===== src/rtl/key_event_pkg.sv =====
// key_event_pkg
// Shared definitions for the front-panel key event generator:
//   - FSM state encoding for the press / auto-repeat controller
//   - key index constants into the {clr, dn, up} vectors
//   - default timing constants for a 48 kHz system clock
//   - helper that turns a key index into a one-hot pulse vector
package key_event_pkg;

   typedef enum logic [1:0] {
      IDLE   = 2'd0,
      HOLD   = 2'd1,
      REPEAT = 2'd2,
      LOCK   = 2'd3
   } key_state_t;

   localparam int KEY_UP   = 0;
   localparam int KEY_DN   = 1;
   localparam int KEY_CLR  = 2;
   localparam int NUM_KEYS = 3;

   // 20 ms debounce, 0.5 s first repeat, 0.25 s repeat interval at 48 kHz
   localparam int DEF_DEBOUNCE_CYCLES = 960;
   localparam int DEF_REPEAT_DELAY    = 24000;
   localparam int DEF_REPEAT_PERIOD   = 12000;

   function automatic logic [NUM_KEYS-1:0] key_onehot(input logic [1:0] key);
      return 3'b001 << key;
   endfunction

endpackage


===== src/rtl/sw_debounce.sv =====
// sw_debounce
// One raw active-low push switch: 2-flop synchroniser followed by a
// counter-based debouncer. The accepted level only flips after the
// synchronised level has differed from it for DEBOUNCE_CYCLES cycles.
// Ports:
//   clk, rst_n : clock, asynchronous active-low reset
//   sw_n       : raw switch, asynchronous, 0 = pressed
//   held       : accepted level, 1 = pressed
//   held_d     : accepted level delayed by one cycle
//   press      : high for one cycle after the accepted level goes pressed
module sw_debounce #(
   parameter int DEBOUNCE_CYCLES = 960
) (
   input  logic clk,
   input  logic rst_n,
   input  logic sw_n,
   output logic held,
   output logic held_d,
   output logic press
);

   localparam logic [15:0] CNT_LAST = 16'(DEBOUNCE_CYCLES - 1);

   logic        sync1_reg;
   logic        sync2_reg;
   logic        level_reg;
   logic        level_d_reg;
   logic [15:0] cnt_reg;
   logic        pressed_now;

   assign pressed_now = ~sync2_reg;

   always_ff @(posedge clk or negedge rst_n) begin
      if (!rst_n) begin
         sync1_reg   <= 1'b1;
         sync2_reg   <= 1'b1;
         level_reg   <= 1'b0;
         level_d_reg <= 1'b0;
         cnt_reg     <= '0;
      end else begin
         sync1_reg   <= sw_n;
         sync2_reg   <= sync1_reg;
         level_d_reg <= level_reg;
         if (pressed_now == level_reg) begin
            cnt_reg <= '0;
         end else if (cnt_reg == CNT_LAST) begin
            level_reg <= pressed_now;
            cnt_reg   <= '0;
         end else begin
            cnt_reg <= cnt_reg + 16'd1;
         end
      end
   end

   // The controller works on the delayed level so that its press and
   // release views are taken from the same pipeline stage.
   assign held   = level_reg;
   assign held_d = level_d_reg;
   assign press  = level_reg & ~level_d_reg;

endmodule


===== src/rtl/key_event_gen.sv =====
// key_event_gen
// Front-panel key input stage: debounces the up / down / clear switches
// and produces single-cycle command pulses, with press-and-hold
// auto-repeat for up and down. Only one key is serviced at a time;
// priority is up > down > clear.
// Ports:
//   clk, rst_n                  : clock, asynchronous active-low reset
//   sw_up_n, sw_dn_n, sw_clr_n  : raw switches, 0 = pressed
//   inc_pulse, dec_pulse,
//   clr_pulse                   : registered one-cycle commands
//   keys_held                   : debounced levels {clr, dn, up}, 1 = pressed
module key_event_gen
   import key_event_pkg::*;
#(
   parameter int DEBOUNCE_CYCLES = DEF_DEBOUNCE_CYCLES,
   parameter int REPEAT_DELAY    = DEF_REPEAT_DELAY,
   parameter int REPEAT_PERIOD   = DEF_REPEAT_PERIOD
) (
   input  logic       clk,
   input  logic       rst_n,
   input  logic       sw_up_n,
   input  logic       sw_dn_n,
   input  logic       sw_clr_n,
   output logic       inc_pulse,
   output logic       dec_pulse,
   output logic       clr_pulse,
   output logic [2:0] keys_held
);

   localparam logic [15:0] DELAY_LAST  = 16'(REPEAT_DELAY - 1);
   localparam logic [15:0] PERIOD_LAST = 16'(REPEAT_PERIOD - 1);

   logic [NUM_KEYS-1:0] sw_vec;
   logic [NUM_KEYS-1:0] held_vec;
   logic [NUM_KEYS-1:0] held_d_vec;
   logic [NUM_KEYS-1:0] press_vec;

   assign sw_vec = {sw_clr_n, sw_dn_n, sw_up_n};

   generate
      for (genvar gi = 0; gi < NUM_KEYS; gi++) begin : g_deb
         sw_debounce #(
            .DEBOUNCE_CYCLES(DEBOUNCE_CYCLES)
         ) u_deb (
            .clk    (clk),
            .rst_n  (rst_n),
            .sw_n   (sw_vec[gi]),
            .held   (held_vec[gi]),
            .held_d (held_d_vec[gi]),
            .press  (press_vec[gi])
         );
      end
   endgenerate

   assign keys_held = held_vec;

   key_state_t          state_reg, state_next;
   logic [1:0]          key_reg, key_next;
   logic [15:0]         timer_reg, timer_next;
   logic [NUM_KEYS-1:0] pulse_reg, pulse_next;
   logic [1:0]          sel;
   logic                latched_held;

   // Highest-priority key with a press event this cycle
   always_comb begin
      sel = 2'(KEY_CLR);
      if (press_vec[KEY_UP])
         sel = 2'(KEY_UP);
      else if (press_vec[KEY_DN])
         sel = 2'(KEY_DN);
   end

   always_comb begin
      case (key_reg)
         2'(KEY_UP): latched_held = held_d_vec[KEY_UP];
         2'(KEY_DN): latched_held = held_d_vec[KEY_DN];
         default:    latched_held = held_d_vec[KEY_CLR];
      endcase
   end

   always_ff @(posedge clk or negedge rst_n) begin
      if (!rst_n) begin
         state_reg <= IDLE;
         key_reg   <= '0;
         timer_reg <= '0;
         pulse_reg <= '0;
      end else begin
         state_reg <= state_next;
         key_reg   <= key_next;
         timer_reg <= timer_next;
         pulse_reg <= pulse_next;
      end
   end

   // Release is tested before the repeat compare so a key let go on the
   // cycle a repeat falls due produces no pulse.
   always_comb begin
      state_next = state_reg;
      key_next   = key_reg;
      timer_next = timer_reg;
      pulse_next = '0;
      case (state_reg)
         IDLE: begin
            if (|press_vec) begin
               key_next   = sel;
               pulse_next = key_onehot(sel);
               timer_next = '0;
               state_next = (sel == 2'(KEY_CLR)) ? LOCK : HOLD;
            end
         end
         HOLD: begin
            if (!latched_held) begin
               state_next = IDLE;
            end else if (timer_reg == DELAY_LAST) begin
               pulse_next = key_onehot(key_reg);
               timer_next = '0;
               state_next = REPEAT;
            end else begin
               timer_next = timer_reg + 16'd1;
            end
         end
         REPEAT: begin
            if (!latched_held) begin
               state_next = IDLE;
            end else if (timer_reg == PERIOD_LAST) begin
               pulse_next = key_onehot(key_reg);
               timer_next = '0;
            end else begin
               timer_next = timer_reg + 16'd1;
            end
         end
         LOCK: begin
            if (!latched_held)
               state_next = IDLE;
         end
         default: state_next = IDLE;
      endcase
   end

   assign inc_pulse = pulse_reg[KEY_UP];
   assign dec_pulse = pulse_reg[KEY_DN];
   assign clr_pulse = pulse_reg[KEY_CLR];

endmodule


===== config.mk =====
export PLATFORM = sky130hd
export DESIGN_NAME = key_event_gen
export DESIGN_NICKNAME = d
export VERILOG_FILES = /design/src/rtl/key_event_pkg.sv /design/src/rtl/sw_debounce.sv /design/src/rtl/key_event_gen.sv
export SDC_FILE = /design/constraint.sdc
export NUM_CORES = 1
export LEC_CHECK = 0
export CAP_MARGIN = 20
export CORE_ASPECT_RATIO = 1.5
export CORE_MARGIN = 5
export CORE_UTILIZATION = 55
export DETAILED_ROUTE_END_ITERATION = 10
export PLACE_DENSITY = 0.7
export SYNTH_ARGS = -nofsm -noshare
export SYNTH_HDL_FRONTEND = slang
export SYNTH_HIERARCHICAL = 1
export SYNTH_SLANG_ARGS = --single-unit

===== constraint.sdc =====
create_clock -name clk -period 2.3 [get_ports clk]
set_input_delay 0.23 -clock clk [delete_from_list [all_inputs] [get_ports clk]]
set_output_delay 0.23 -clock clk [all_outputs]
set_load 0.05 [all_outputs]

# ---- After elaboration in Yosys (flattened, before gate mapping)
# Cells that the tools add are included.
dict set report op_classes {
  addsub 4
  eq_ne 18
  shift 2
  n_mux 27
  bitwise 12
  reduce_logical 11
}
# op n
set ops {}
lappend ops {{$mux W16} 11}
lappend ops {{$add A16 B1 Y16 const B} 4}
lappend ops {{$eq A16 B10 Y1 const B} 3}
lappend ops {{$pmux W16 S3} 1}
lappend ops {{$eq A16 B14 Y1 const B} 1}
lappend ops {{$eq A16 B15 Y1 const B} 1}
lappend ops {{$mux W3} 5}
lappend ops {{$mux W2} 7}
lappend ops {{$not A1 Y1} 9}
lappend ops {{$pmux W3 S3} 1}
lappend ops {{$ne A2 B2 Y1 const B} 4}
lappend ops {{$reduce_and A2 Y1} 4}
lappend ops {{$eq A2 B2 Y1 const B} 3}
lappend ops {{$pmux W2 S3} 1}
lappend ops {{$shl A1 B2 Y3 const A} 2}
lappend ops {{$eq A2 B1 Y1 const B} 2}
lappend ops {{$logic_not A2 Y1} 2}
lappend ops {{$reduce_and A4 Y1} 1}
lappend ops {{$and A1 B1 Y1} 3}
lappend ops {{$eq A1 B1 Y1} 3}
lappend ops {{$ne A3 B3 Y1 const B} 1}
lappend ops {{$reduce_and A3 Y1} 1}
lappend ops {{$reduce_bool A3 Y1} 1}
lappend ops {{$reduce_or A3 Y1} 1}
lappend ops {{2 further kinds} 2}
dict set report word_totals {
  regBits 83
  input_bits 5
  out_inout_bits 6
  word_cells 93
}

# ---- Longest topological paths before layout
dict set report logic_depth {
  depth_word 8
  depth_mapped 9
  depth_no_buf 7
}

# ---- By module
# Netlist, hierarchy kept.
# mod instances cells_each area_each_um2 seq_area_each_um2
set modules_own_cells {}
lappend modules_own_cells {{sw_debounce (g_deb[1].u_deb ...)} 2 88 920.9 503.0}
lappend modules_own_cells {key_event_gen 1 159 1498.9 575.6}
lappend modules_own_cells {{sw_debounce (g_deb[0].u_deb)} 1 88 925.9 503.0}

# ---- Worst setup path before layout
# No wires, ideal clock.
dict set report synth_timing {
  path_kind {register to register}
  start {register g_deb[0].u_deb.level_reg}
  end {register timer_reg[10]}
  setup_ps 96
  t_arrival_ps 1978
  required_ps 2204
  path_slack_ps 227
  stages_incl_launch_ff 7
  path_buffers 0
  synth_period_minus_slack_ps 2073
  cell_sequence {dfrtp_1 nor2b_1 or3b_1 nor2_1 a21o_1 or3_4 o31ai_1}
}
dict set report synth_via {
  elab_chain_len 4
}
# element line
set synth_rtl {}
lappend synth_rtl {{from (decl)} sw_debounce.sv:26} ;# logic level_reg;
lappend synth_rtl {{from (signal assigned)} sw_debounce.sv:47} ;# level_reg <= pressed_now;
lappend synth_rtl {{$and A1 B1 Y1} sw_debounce.sv:59} ;# assign press = level_reg & ~level_d_reg;
lappend synth_rtl {{via press_vec[0]} key_event_gen.sv:36} ;# logic [NUM_KEYS-1:0] press_vec;
lappend synth_rtl {{$reduce_or A3 Y1} key_event_gen.sv:104} ;# if (|press_vec) begin
lappend synth_rtl {{$ne A2 B2 Y1 (no line)} -}
lappend synth_rtl {{$reduce_and A4 Y1 (no line)} -}
lappend synth_rtl {{to (signal assigned)} key_event_gen.sv:90} ;# timer_reg <= timer_next;
lappend synth_rtl {{to (decl)} key_event_gen.sv:59} ;# logic [15:0] timer_reg, timer_next;
# The timed path passes the listed nets, and every way through them passes these cells.
# A chain may end at the register's enable or synchronous reset.

# ---- Worst setup path in the final report
dict set report layout_timing {
  start {register timer_reg[0]}
  end {register timer_reg[8]}
}
dict set report layout_via {
  elab_chain_len 4
}
# element line
set layout_rtl {}
lappend layout_rtl {{$add A16 B1 Y16 (tied with other cells)} {key_event_gen.sv:119, key_event_gen.sv:129}}
lappend layout_rtl {{$mux W16, on equally long branches} {key_event_gen.sv:125, key_event_gen.sv:114}}
lappend layout_rtl {{$mux W16, on equally long branches} {key_event_gen.sv:123, key_event_gen.sv:112}}
lappend layout_rtl {{$pmux W16 S3 *} key_event_gen.sv:102} ;# case (state_reg)
# Mark *: on every way between the ends. The rest lies on a longest branch, timed or not. The select of a mux whose other input is x is not followed.

==> out/metrics.yaml <==
final_nets: 457
fin_crit_ns: 2.15
end_kind: "register"
synth_compound_area_share_pct: 8.86
synth_top_family_by_area: "simple AND/OR/NAND/NOR gates"
synth_top_area_share_pct: 45.2
synth.most_common_cell: "dfrtp_1"
seqPwrFrac_pct: 48.9
yosysWarnings: 6
synthSimpleGateAreaFrac_pct: 26.8
synth_area_sq_um: 4270
wl_mm: 8.25
syn-num-nets: 436
synth_area_per_cell_sq_um: 10.1
antenna_found_initial: 0
crit_chain: "ha_1, nand3_2, nor4_4, o22ai_2, nand2_1, o221ai_1"
boundaryPins: 11
worstPathArrival_ns: 2.34
synth_area_leader_cell: "dfrtp_1"
dr_total_vias: 3213
fin_area_sq_um: 4810
syn_inst: 423
clkTransAtPathRegs_ns: 0.06
synth_edf_count: 0
rows: 39
cp_slowest_cell: "dfrtp_1"
synth_common_cells: "dfrtp_1, nor2_1, xnor2_1, nand2_1, nand3_1"
run_status: "finished clean"
start_util_pct: 56.0
maxCapViolCount: 0
synth_adder_area_share_pct: 2.35
cp_max_fo: 9
cts_sinks: 83
power_density_nw_per_um2: 636
die-area_sq_um: 9660
p_comb_share_pct: 2.7
grt_pass1_wl_mm: 14.6
drc: 0
gp_congestion: 0.885
cts_buffers: 9
ir_drop_v: 0.000643
synth_xor_area_share_pct: 9.03
worstSkewPairLatency_ns: 0.33
detailed_place_hpwl_mm: 5.76
switchingPower_mw: 0.610
cts_tree: "built"
min_path_type: "input port to register"
area_delta_synth_final_pct: 12.8
core_area_sq_um: 7610
fin_crit_sh_pct: 93.3
fmax_mhz: 466
skew_ns: 0.00562
critPathMaxStageDelay_ns: 0.43
placed_area_sq_um: 4490
largest_register_ff_count: 48
power.internal_mw: 2.45
port_buffers: 10
die_height_um: 118
h-tree-depth: 3
clockBufferDepth: 2
setup_ws_ns: 0.153
synth_mux_area_share_pct: 0.968
dp_slack_ns: 0.157
synthArstFlopShare_pct: 100
worstSetupStartpointType: "register"
grt_overflow: 0
synth_area_leaders: "dfrtp_1, xnor2_1, nor2_1"
num_antenna_cells: 0
setup_tns_ns: 0
finalNonFillerCells: 550
cts-root-buf: "clkbuf_16"
place_inst: 534
swShare_pct: 19.9
drt_first_pass_iters: 4
drv_slew: 0
vias_per_cell: 5.84
drive_gt1_share_pct: 10.5
critical_path_required_ns: 2.49
dieWidth_um: 81.9
yosysSeqAreaShare_pct: 48.9
finalHoldViolCount: 0
ant_nets: 0
grt_pass1_vias: 3303
worstSetupPathType: "register to register"
grt_max_degree: 49
ys.flop_type: "dfrtp_1"
rsz0062_at_grt: "no"
slew_headroom_pct: 66.3
drt_iter0_drc: 159
wire_per_inst_um: 15.0
p_clk_share_pct: 48.4
tightestPinTransition_ns: 0.504
globalRouteTotalUtil_pct: 19.2
post-route-util_pct: 63.2
post_synth_num_cell_types: 60
p_leak_nw: 1.99
setup_viol: 0
ys_seq_elements: 83
-- stage by stage --
stage                     power (mW)  hold slack [ns]
final                           3.06            0.305
after global placement          1.60            0.219
after CTS                       3.10            0.297
after detailed placement        1.61            0.221
after floorplan                 1.56          -0.0656
after global routing            3.18            0.295
-- critical path: cells and delay by family, from the launching register on --
kind                       cells  cell delay, ns
and+or+nand+nor                3            0.93
DFF                            1            0.43
AOI/OAI and AO/OA              2            0.42
adders and majority gates      1            0.24
-- cell families after synthesis --
family          count (synthesis)
simple gates                  208
buf+inv                        24
fa+ha+maj                       8
xor+xnor                       44
flops                          83
compound gates                 52
mux                             4
-- routing by layer --
| metal | vias up | GRT usage (%) | wire length [um] |
|---|---|---|---|
| met5 | - | 0 | 0 |
| li1 | 1556 | - | - |
| met3 | 22 | 4.29 | 264 |
| met4 | 0 | 9.25 | 226 |
| met1 | 1582 | 23.2 | 3420 |
| met2 | 53 | 31.4 | 4340 |
-- timing repair --
action                     CTS  global route
setup endpoints to repair    0             6
hold endpoints to repair    35             0
hold buffers                 1             0
resized for setup            0             1
setup buffers                0             0
-- cells in the final DEF (no fill, tap or decap), types with 2 or more instances in the layout --
| cell type | synthesis | routed |
|---|---|---|
| o31ai_1 | 7 | 7 |
| and3_1 | 3 | 3 |
| bufinv_16 | 0 | 2 |
| ha_1 | 8 | 8 |
| and3_2 | 2 | 2 |
| clkbuf_16 | 0 | 9 |
| buf_4 | 0 | 8 |
| nand4_1 | 20 | 20 |
| nor2b_1 | 2 | 2 |
| dfstp_2 | 6 | 6 |
| nand2_1 | 32 | 32 |
| nor4_4 | 1 | 2 |
| nand3_2 | 2 | 2 |
| nand2b_1 | 4 | 4 |
| and4_1 | 3 | 3 |
| a21oi_1 | 8 | 8 |
| nor4_2 | 3 | 2 |
| a22o_1 | 4 | 4 |
| nor3_1 | 9 | 9 |
| or3_1 | 5 | 5 |
| a2bb2oi_1 | 4 | 4 |
| nor2_1 | 65 | 65 |
| nand4bb_1 | 3 | 3 |
| o21ai_0 | 11 | 11 |
| dfrtp_1 | 77 | 77 |
| or3_4 | 2 | 2 |
| a21o_1 | 4 | 4 |
| and2_1 | 2 | 2 |
| nor4_1 | 12 | 12 |
| clkdlybuf4s50_1 | 0 | 9 |
| o221ai_1 | 2 | 2 |
| mux2i_1 | 3 | 3 |
| clkinv_2 | 0 | 2 |
| xor2_1 | 8 | 8 |
| inv_1 | 15 | 15 |
| nand3_1 | 23 | 23 |
| or4_1 | 5 | 5 |
| xnor2_1 | 36 | 36 |
-- power by group through the flow --
stage               sequential, mW  clock [mW]  combinational [mW]
floorplan                     1.52           0              0.0436
CTS                           1.50        1.52              0.0861
detailed placement            1.52           0              0.0843
finish                        1.50        1.48              0.0823
global route                  1.50        1.59              0.0971
global placement              1.52           0              0.0826
-- area by class of cell --
class | count | area (sq um)
fillers | 640 | 2800
well taps | 102 | 128
clock buffers | 10 | 229
inverters | 15 | 56.3
flip-flops and latches | 83 | 2080
multi-input cells | 316 | 2060
clock inverters | 5 | 78.8
repair buffers | 19 | 180
-- worst paths after layout --
check	startpoint	cells after the start	endpoint	slack, ns
worst max-delay path	timer_reg[0]	6	timer_reg[8]	0.15
worst min register to register	g_deb[2].u_deb/sync1_reg	0	g_deb[2].u_deb/sync2_reg	0.35
min in group asynchronous	rst_n	2	timer_reg[14]	0.41
worst min-delay path	sw_dn_n	1	g_deb[1].u_deb/sync1_reg	0.31
max in group asynchronous	rst_n	3	g_deb[2].u_deb/sync2_reg	1.23
worst max register to register	timer_reg[0]	6	timer_reg[8]	0.15
Power figures use the tool's default switching activity.
